File: config.mk
export PLATFORM = sky130hd
export DESIGN_NAME = servo_pwm_multi
export DESIGN_NICKNAME = d
export VERILOG_FILES = /design/src/rtl/servo_pwm_multi.sv
export SDC_FILE = /design/constraint.sdc
export NUM_CORES = 1
export LEC_CHECK = 0
export BUFFER_PORTS_ARGS = -buffer_cell sky130_fd_sc_hd__buf_2
export CORE_ASPECT_RATIO = 1.75
export CORE_MARGIN = 1.5
export CORE_UTILIZATION = 52
export DETAILED_ROUTE_END_ITERATION = 12
export HOLD_SLACK_MARGIN = 0.1
export PLACE_DENSITY_LB_ADDON = 0.08
export SETUP_SLACK_MARGIN = 0.1
export SLEW_MARGIN = 30
export SYNTH_ARGS = -nofsm -noshare
export SYNTH_HDL_FRONTEND = slang
export SYNTH_SLANG_ARGS = --single-unit
File: constraint.sdc
create_clock -name clk -period 14.4 [get_ports clk]
set_input_delay 1.44 -clock clk [delete_from_list [all_inputs] [get_ports clk]]
set_output_delay 1.44 -clock clk [all_outputs]
set_load 0.1 [all_outputs]
File: src/rtl/servo_pwm_multi.sv
// Multi-channel servo PWM: one shared frame counter, per-channel duty compare.
// Period/duty are shadowed and applied at frame boundaries, with optional slew.
module servo_pwm_multi #(
  parameter int NCH            = 6,
  parameter int CW             = 32,
  parameter int SELW           = 3,
  parameter int DEFAULT_PERIOD = 1000000,
  parameter int DEFAULT_DUTY   = 75000,
  parameter int STEP           = 0
) (
  input  logic            clk,
  input  logic            reset,
  input  logic            enable,
  input  logic            period_wr,
  input  logic [CW-1:0]   period_in,
  input  logic            wr_en,
  input  logic [SELW-1:0] wr_sel,
  input  logic [CW-1:0]   wr_duty,
  output logic [NCH-1:0]  pwm,
  output logic            frame_start,
  output logic [NCH-1:0]  busy
);

  localparam logic [CW-1:0] DEF_P = CW'(DEFAULT_PERIOD);
  localparam logic [CW-1:0] DEF_D = CW'(DEFAULT_DUTY);
  localparam logic [CW-1:0] STP   = CW'(STEP);
  localparam logic [CW-1:0] MIN_P = CW'(2);

  logic [CW-1:0]           cnt;
  logic                    running;
  logic [CW-1:0]           period_shadow;
  logic [CW-1:0]           period_act;
  logic [NCH-1:0][CW-1:0]  target;
  logic [NCH-1:0][CW-1:0]  duty_act;

  logic                    bnd;
  logic [CW-1:0]           cnt_nxt;
  logic [CW-1:0]           ps_nxt;
  logic [CW-1:0]           pa_nxt;
  logic [NCH-1:0][CW-1:0]  tgt_nxt;
  logic [NCH-1:0][CW-1:0]  duty_nxt;
  logic [NCH-1:0]          pwm_nxt;
  logic [NCH-1:0]          busy_nxt;

  // Slew step toward target; compares before subtracting so no underflow.
  function automatic logic [CW-1:0] slew(
    input logic [CW-1:0] cur,
    input logic [CW-1:0] tgt
  );
    logic [CW-1:0] r;
    r = tgt;
    if (STEP != 0) begin
      if (tgt > cur) begin
        if (tgt - cur > STP) r = cur + STP;
      end else if (cur > tgt) begin
        if (cur - tgt > STP) r = cur - STP;
      end
    end
    return r;
  endfunction

  // Next-state: boundary detect, shadow writes, slew and output compare.
  always_comb begin
    bnd      = enable && (!running || cnt == period_act - CW'(1));
    cnt_nxt  = '0;
    ps_nxt   = period_shadow;
    pa_nxt   = period_act;
    tgt_nxt  = target;
    duty_nxt = duty_act;
    pwm_nxt  = '0;
    busy_nxt = '0;
    if (period_wr)
      ps_nxt = (period_in < MIN_P) ? MIN_P : period_in;
    for (int i = 0; i < NCH; i++) begin
      if (wr_en && wr_sel == SELW'(i))
        tgt_nxt[i] = wr_duty;
    end
    if (enable) begin
      if (bnd) begin
        cnt_nxt = '0;
        pa_nxt  = period_shadow;
        for (int i = 0; i < NCH; i++)
          duty_nxt[i] = slew(duty_act[i], target[i]);
      end else begin
        cnt_nxt = cnt + CW'(1);
      end
      for (int i = 0; i < NCH; i++)
        pwm_nxt[i] = cnt_nxt < duty_nxt[i];
    end
    for (int i = 0; i < NCH; i++)
      busy_nxt[i] = duty_nxt[i] != tgt_nxt[i];
  end

  // State and registered outputs.
  always_ff @(posedge clk) begin
    if (reset) begin
      cnt           <= '0;
      running       <= 1'b0;
      period_shadow <= DEF_P;
      period_act    <= DEF_P;
      for (int i = 0; i < NCH; i++) begin
        target[i]   <= DEF_D;
        duty_act[i] <= DEF_D;
      end
      pwm           <= '0;
      frame_start   <= 1'b0;
      busy          <= '0;
    end else begin
      cnt           <= cnt_nxt;
      running       <= enable;
      period_shadow <= ps_nxt;
      period_act    <= pa_nxt;
      target        <= tgt_nxt;
      duty_act      <= duty_nxt;
      pwm           <= pwm_nxt;
      frame_start   <= enable && (cnt_nxt == '0);
      busy          <= busy_nxt;
    end
  end

endmodule

==> results_dict.tcl, run 1 <==
set metrics [dict create \
    whs_endpoint "target[55]" \
    end_kind "register" \
    track_usage 0.435 \
    nNetsFinal 4752 \
    status "complete, no violations" \
    vias_per_cell 6.78 \
    cts_tree "yes" \
    hold_viol_final 0 \
    die_w_um 200 \
    path_common_cell "a21oi_1" \
    numCtsBuffers 52 \
    ys.flop_type "dfxtp_1" \
    rsz0062_at_grt "no" \
    synth_seq_cells 494 \
    worstMarginPinSlew_ns 1.17 \
    die_h_um 347 \
    clk_pin_slew_ns 0.07 \
    setup-violations-final 0 \
    coreArea_um2 67200 \
    power.share.sequential 0.385 \
    grt_first_pass_wirelength_um 224000 \
    drive_gt1_frac 0.0796 \
    min_period_ns 7.21 \
    grt_pass1_vias 34000 \
    critPathRequiredTime_ns 14.99 \
    root_buffer "clkbuf_16" \
    fin_crit_sh 0.501 \
    hold_ws_ns 0.455 \
    yosysSeqAreaShare 0.281 \
    cts_buffer_depth 3 \
    fin_skew_ns 0.0229 \
    ir_drop_mv 0.104 \
    synthCells 4664 \
    post-cts-setup-buffers 0 \
    yosysWarnings 0 \
    synth.avg_cell_area_um2 7.55 \
    place.gp.congestion 1.00 \
    synth_simple_gate_area_frac 0.219 \
    clock_latency_ns 0.66 \
    first_pass_iters 8 \
    holdCritStartpoint "target[55]" \
    synth-xor-area-share 0.0597 \
    hold_depth 2 \
    comb_power_share 0.193 \
    synth_fa_ha_area_frac 0.0668 \
    yosysTopAreaCell "dfxtp_1" \
    rows 126 \
    io_buffer_count 84 \
    reg2reg_to "pwm[2]" \
    synth_top_area_frac 0.281 \
    fp.dieArea_um2 69300 \
    area_growth_pct 7.89 \
    leakagePower_nw 14.8 \
    p_sw_mw 1.22 \
    drt_wl_total_um 153000 \
    crit_arrival_ns 7.80 \
    crit_type "reg2reg" \
    clkPwrFrac 0.422 \
    yosysMostFrequentCell "nand2_1" \
    grt-ovfl-total 0 \
    min_path_type "reg2reg" \
    stdcell_count 5434 \
    cts_hold_buffers 0 \
    synth_compound_area_frac 0.262 \
    synth_area_um2 35200 \
    dp.final_hpwl_um 104000 \
    fill_cells 6468 \
    max_stage_delay_ns 0.63 \
    r2r_start "period_act[4]" \
    max_freq_mhz 139 \
    slew_violations 0 \
    cpMaxStageDelayCell "nor4_1" \
    r2r_cells 25 \
    synth_top_family_by_area "compound AO/OA/AOI/OAI gates" \
    drtIter0Drc 3542 \
    final_core_util 0.565 \
    start_util 0.524 \
    syn_nets 4924 \
    synth-edff-count 0 \
    muxShareOfSynthArea 0.0533 \
    ctsResizeCount 0 \
    antenna_found_initial 8 \
    via_count 36800 \
    drcViolationCount 0 \
    synth_cell_type_count 94 \
    ff2ff_setup_slack_ns 7.19 \
    synth_common_cells "nand2_1, dfxtp_1, a21oi_1" \
    maxCapViolations 0 \
    critPathLaunchType "register" \
    p_int_mw 2.54 \
    grt_max_degree 164 \
    p_per_area_nw_per_um2 99.1 \
    async_flop_share 0 \
    htree_num_levels 2 \
    crit_fanout 106 \
    relSlewSlack 0.198 \
    avgRoutedWirePerCell_um 28.2 \
    synthTopCellsByArea "dfxtp_1, nand2_1, ha_1" \
    fin_setup_tns_ns 0 \
    power.switching_fraction 0.325 \
    pin_count 85 \
    cts.sinks 494 \
    ant_nets 0 \
    dp.cells 5334 \
]
## critical path: cells and delay by family, from the launching register on
| kind | cells | cell delay, ns |
|---|---|---|
| AOI/OAI and AO/OA | 11 | 2.32 |
| adders and majority gates | 1 | 0.38 |
| buffers and inverters | 3 | 1.06 |
| DFF | 1 | 0.41 |
| and+or+nand+nor | 10 | 2.91 |
## layout by cell type, fill, tap and decap left out, types with 43 or more instances in the layout
master,n
nor3_1,117
clkbuf_16,54
o211ai_1,125
nand2_1,629
mux2i_1,181
nor2_1,419
ha_1,188
nand2b_1,46
a21o_1,70
a21oi_1,461
xnor2_1,168
buf_4,83
nand3_1,83
a31oi_1,44
nand4_1,81
dfxtp_1,494
o22ai_1,43
a211oi_1,92
xor2_1,72
inv_1,83
nor4_1,63
buf_2,83
o21ai_0,213
## area by class of cell
class / instances / area [um2] / area share
repair buffers: 174 / 1190 / 0.0314
multi-input cells: 3684 / 23500 / 0.618
clock buffers: 70 / 1550 / 0.0409
flip-flops and latches: 494 / 9890 / 0.260
diodes: 4 / 10.0 / 0.000264
well taps: 896 / 1120 / 0.0295
clock inverters: 26 / 412 / 0.0108
inverters: 86 / 325 / 0.00857
## power by group through the flow
stage	Sequential (mW)	Combinational (mW)	Clock [mW]
3_3_place_gp	1.48	0.697	0
5_1_grt	1.45	0.753	1.64
3_5_place_dp	1.48	0.701	0
6_report	1.45	0.727	1.59
2_1_floorplan	1.48	0.443	0
4_1_cts	1.45	0.702	1.60
## worst max path at each step
stage               slack, ns           start  endpoint
floorplan                8.61  period_act[16]    pwm[4]
global placement         7.40   period_act[0]    pwm[3]
detailed placement       7.35   period_act[4]    pwm[2]
CTS                      7.31   period_act[0]    pwm[2]
global route             6.89   period_act[0]    pwm[2]
finish                   7.19   period_act[4]    pwm[2]
## kinds of logic (layout without fill, tap and decap cells)
logic type / count (synthesis) / after routing
adder cells (fa/ha/maj): 188 / 188
buffers and inverters: 486 / 356
multiplexers: 186 / 186
AO/OA/AOI/OAI: 1402 / 1402
other: 0 / 4
AND/OR/NAND/NOR: 1668 / 1668
XOR/XNOR: 240 / 240
flip-flops: 494 / 494
## stage by stage
step,total power [mW],setup WS (ns),instance area [um2]
after floorplan,1.93,8.61,35200
after detailed placement,2.18,7.35,36000
after global placement,2.17,7.40,35900
final,3.76,7.19,38000
after CTS,3.75,7.31,37900
after global routing,3.85,6.89,38000
## flip-flops by register name (all words and copies together), names as in the netlist
register and cells:
busy 6, cnt 32, duty_act 192, frame_start 1, period_act 32, period_shadow 32, pwm 6, running 1
target 192
## routing by layer
metal	routed length, um	GRT usage	part of all wire	vias up
li1	-	-	-	16700
met1	53100	0.477	0.35	17500
met2	68800	0.686	0.45	1960
met3	14200	0.0986	0.093	669
met4	17100	0.408	0.11	4
met5	40	0	0.00026	-
No activity file was read; power rests on OpenSTA's default activity.
==> inputs of run 2 (changes only) <==
ABC_AREA = 1   (was unset)
clock period = 7.1 ns   (was 14.4 ns; I/O delays follow)
==> results_dict.tcl, run 2 <==
set metrics [dict create \
    hold_ws_ns 0.354 \
    ff2ff_setup_slack_ns 1.95 \
    synth-edff-count 0 \
    yosysWarnings 0 \
    comb_power_share 0.140 \
    clkPwrFrac 0.419 \
    ir_drop_mv 0.228 \
    synth_cell_type_count 47 \
    final_common_cell "nand2_1" \
    grt-ovfl-total 0 \
    ctsResizeCount 0 \
    grt_first_pass_wirelength_um 123000 \
    r2r_start "period_act[11]" \
    final_cell_mix "nand2_1, nor2_1, dfxtp_1, inv_1, ha_1" \
    crit_type "reg2reg" \
    hold_viol_final 0 \
    path_cells "nor2_1, nand2_1, nor2_1, nand2_1, inv_2, nand3_1, nand2_1, inv_1, nor2_1, nand2_1, nor2_1, nand3_2, nand2_4, nand2_8, buf_4, nand3b_1, inv_1, ha_1, nand4_1, nor4_1, inv_1, nor4_1, a21oi_1" \
    maxCapViolations 0 \
    final_core_util 0.580 \
    cts_tree "yes" \
    fin_skew_ns 0.0186 \
    yosysMostFrequentCell "nand2_1" \
    reg2reg_to "pwm[5]" \
    numCtsBuffers 49 \
    start_util 0.529 \
    crit_fanout 108 \
    max_stage_delay_ns 0.59 \
    power.switching_fraction 0.280 \
    synthTopCellsByArea "dfxtp_1, nand2_1, nor2_1" \
    relSlewSlack 0.340 \
    ant_nets 0 \
    area_growth_pct 9.73 \
    p_int_mw 4.80 \
    root_buffer "clkbuf_16" \
    drt_wl_total_um 78900 \
    setup-violations-final 0 \
    htree_num_levels 2 \
    power.share.sequential 0.441 \
    fp.dieArea_um2 53900 \
    coreArea_um2 51600 \
    antenna_found_initial 3 \
    place.gp.congestion 0.906 \
    yosysSeqAreaShare 0.362 \
    total_power_mw 6.67 \
    track_usage 0.293 \
    post-cts-setup-buffers 0 \
    nNetsFinal 4026 \
    multi_input_area_um2 15200 \
    die_h_um 306 \
    critPathRequiredTime_ns 7.56 \
    max_freq_mhz 194 \
    r2r_cells 23 \
    vias_per_cell 5.29 \
    pin_count 85 \
    rows 110 \
    p_per_area_nw_per_um2 223 \
    synth_common_cells "nand2_1, nor2_1, dfxtp_1" \
    avgRoutedWirePerCell_um 17.6 \
    status "complete, no violations" \
    crit_end "pwm[5]" \
    die_w_um 176 \
    fill_cells 4988 \
    dp.final_hpwl_um 57600 \
    rsz0062_at_grt "no" \
    dp.cells 4385 \
    min_path_type "in2reg" \
    critPathLaunchType "register" \
    io_buffer_count 84 \
    worstMarginPinSlew_ns 0.984 \
    drtIter0Drc 1257 \
    end_kind "register" \
    synth_area_um2 27300 \
    synth_top_area_frac 0.362 \
    startpoint "period_act[11]" \
    crit_arrival_ns 5.61 \
    drcViolationCount 0 \
    syn_nets 4010 \
    leakagePower_nw 14.6 \
    cts_hold_buffers 0 \
    cpMaxStageDelayCell "nor4_1" \
    clk_pin_slew_ns 0.07 \
    cts.sinks 494 \
    synthCells 3750 \
    cts_buffer_depth 3 \
    fin_crit_sh 0.725 \
    reg_top3 "duty_act x192, target x192" \
    synth_seq_cells 494 \
    fin_setup_tns_ns 0 \
    grt_pass1_vias 22800 \
    via_count 23700 \
    synth.avg_cell_area_um2 7.28 \
    grt_max_degree 239 \
    stdcell_count 4480 \
    ff_latch_area_um2 9890 \
    clock_latency_ns 0.60 \
    p_sw_mw 1.86 \
    first_pass_iters 5 \
    ys.flop_type "dfxtp_1" \
    slew_violations 0 \
    async_flop_share 0 \
    yosysTopAreaCell "dfxtp_1" \
    min_period_ns 5.15 \
    drive_gt1_frac 0.112 \
]
[run 2: cell count changes after synthesis, moves of 88 or more]
cell	delta
inv_1	+316
o211ai_1	-121
nand2_1	+172
o21ai_2	+107
nor3_1	-89
mux2i_1	-101
xnor2_1	-115
a21oi_1	-352
xor2_1	+88
clkbuf_1	-161
nor2_1	+233
[run 2: worst min path at each step]
stage,start,end,slack [ns],cells after the start
2_1_floorplan,period_shadow[14],period_act[14],0.43,2
3_3_place_gp,period_shadow[16],period_shadow[16],0.46,2
3_5_place_dp,period_shadow[17],period_shadow[17],0.46,2
4_1_cts,period_in[6],period_shadow[6],0.33,3
5_1_grt,period_in[14],period_shadow[14],0.35,3
6_report,period_in[6],period_shadow[6],0.35,3
[run 2: kinds of logic (layout without fill, tap and decap cells)]
logic type	Yosys count	in the layout	synth area share
simple gates	1692	1692	0.251
flops	494	494	0.362
xor+xnor	213	213	0.0683
compound gates	502	502	0.118
fa+ha+maj	188	188	0.0862
buf+inv	579	634	0.0846
other cells	0	3	0
mux	82	82	0.0301
[run 2: stage by stage]
step / area (um2) / setup slack (ns)
floorplan: 27300 / 3.38
global placement: 28200 / 1.82
detailed placement: 28200 / 1.99
CTS: 29900 / 1.95
global route: 30000 / 1.36
finish: 30000 / 1.95
[run 2: critical path, delay by kind of cell, from the launching register on]
family	cells	cell delay [ns]
compound gates	1	0.13
fa+ha+maj	1	0.36
buf+inv	5	0.94
flops	1	0.34
simple gates	16	3.14
[run 2: final cells by class]
type | instances | share of cell area
Clock buffer | 61 | 0.0458
Tap cell | 672 | 0.0281
Inverter | 435 | 0.0546
Multi-Input combinational cell | 2677 | 0.506
Timing Repair Buffer | 109 | 0.0236
Sequential cell | 494 | 0.330
Clock inverter | 29 | 0.0114
Antenna cell | 3 | 0.000251
[run 2: routing by layer]
metal  routed length (um)  vias up  share of wire  GRT usage
met3                 2650      191          0.034     0.0260
met2                40200      500           0.51      0.536
met5                    0        -              0          0
met4                 4880        0          0.062      0.174
met1                31300    11100           0.40      0.325
li1                     -    11900              -          -
[run 2: power groups by stage]
stage | combinational, mW | sequential, mW | clock [mW]
3_5_place_dp | 0.929 | 3.00 | 0
6_report | 0.935 | 2.94 | 2.79
4_1_cts | 0.935 | 2.94 | 2.84
5_1_grt | 1.05 | 2.95 | 2.95
2_1_floorplan | 0.657 | 3.01 | 0
3_3_place_gp | 0.911 | 3.00 | 0
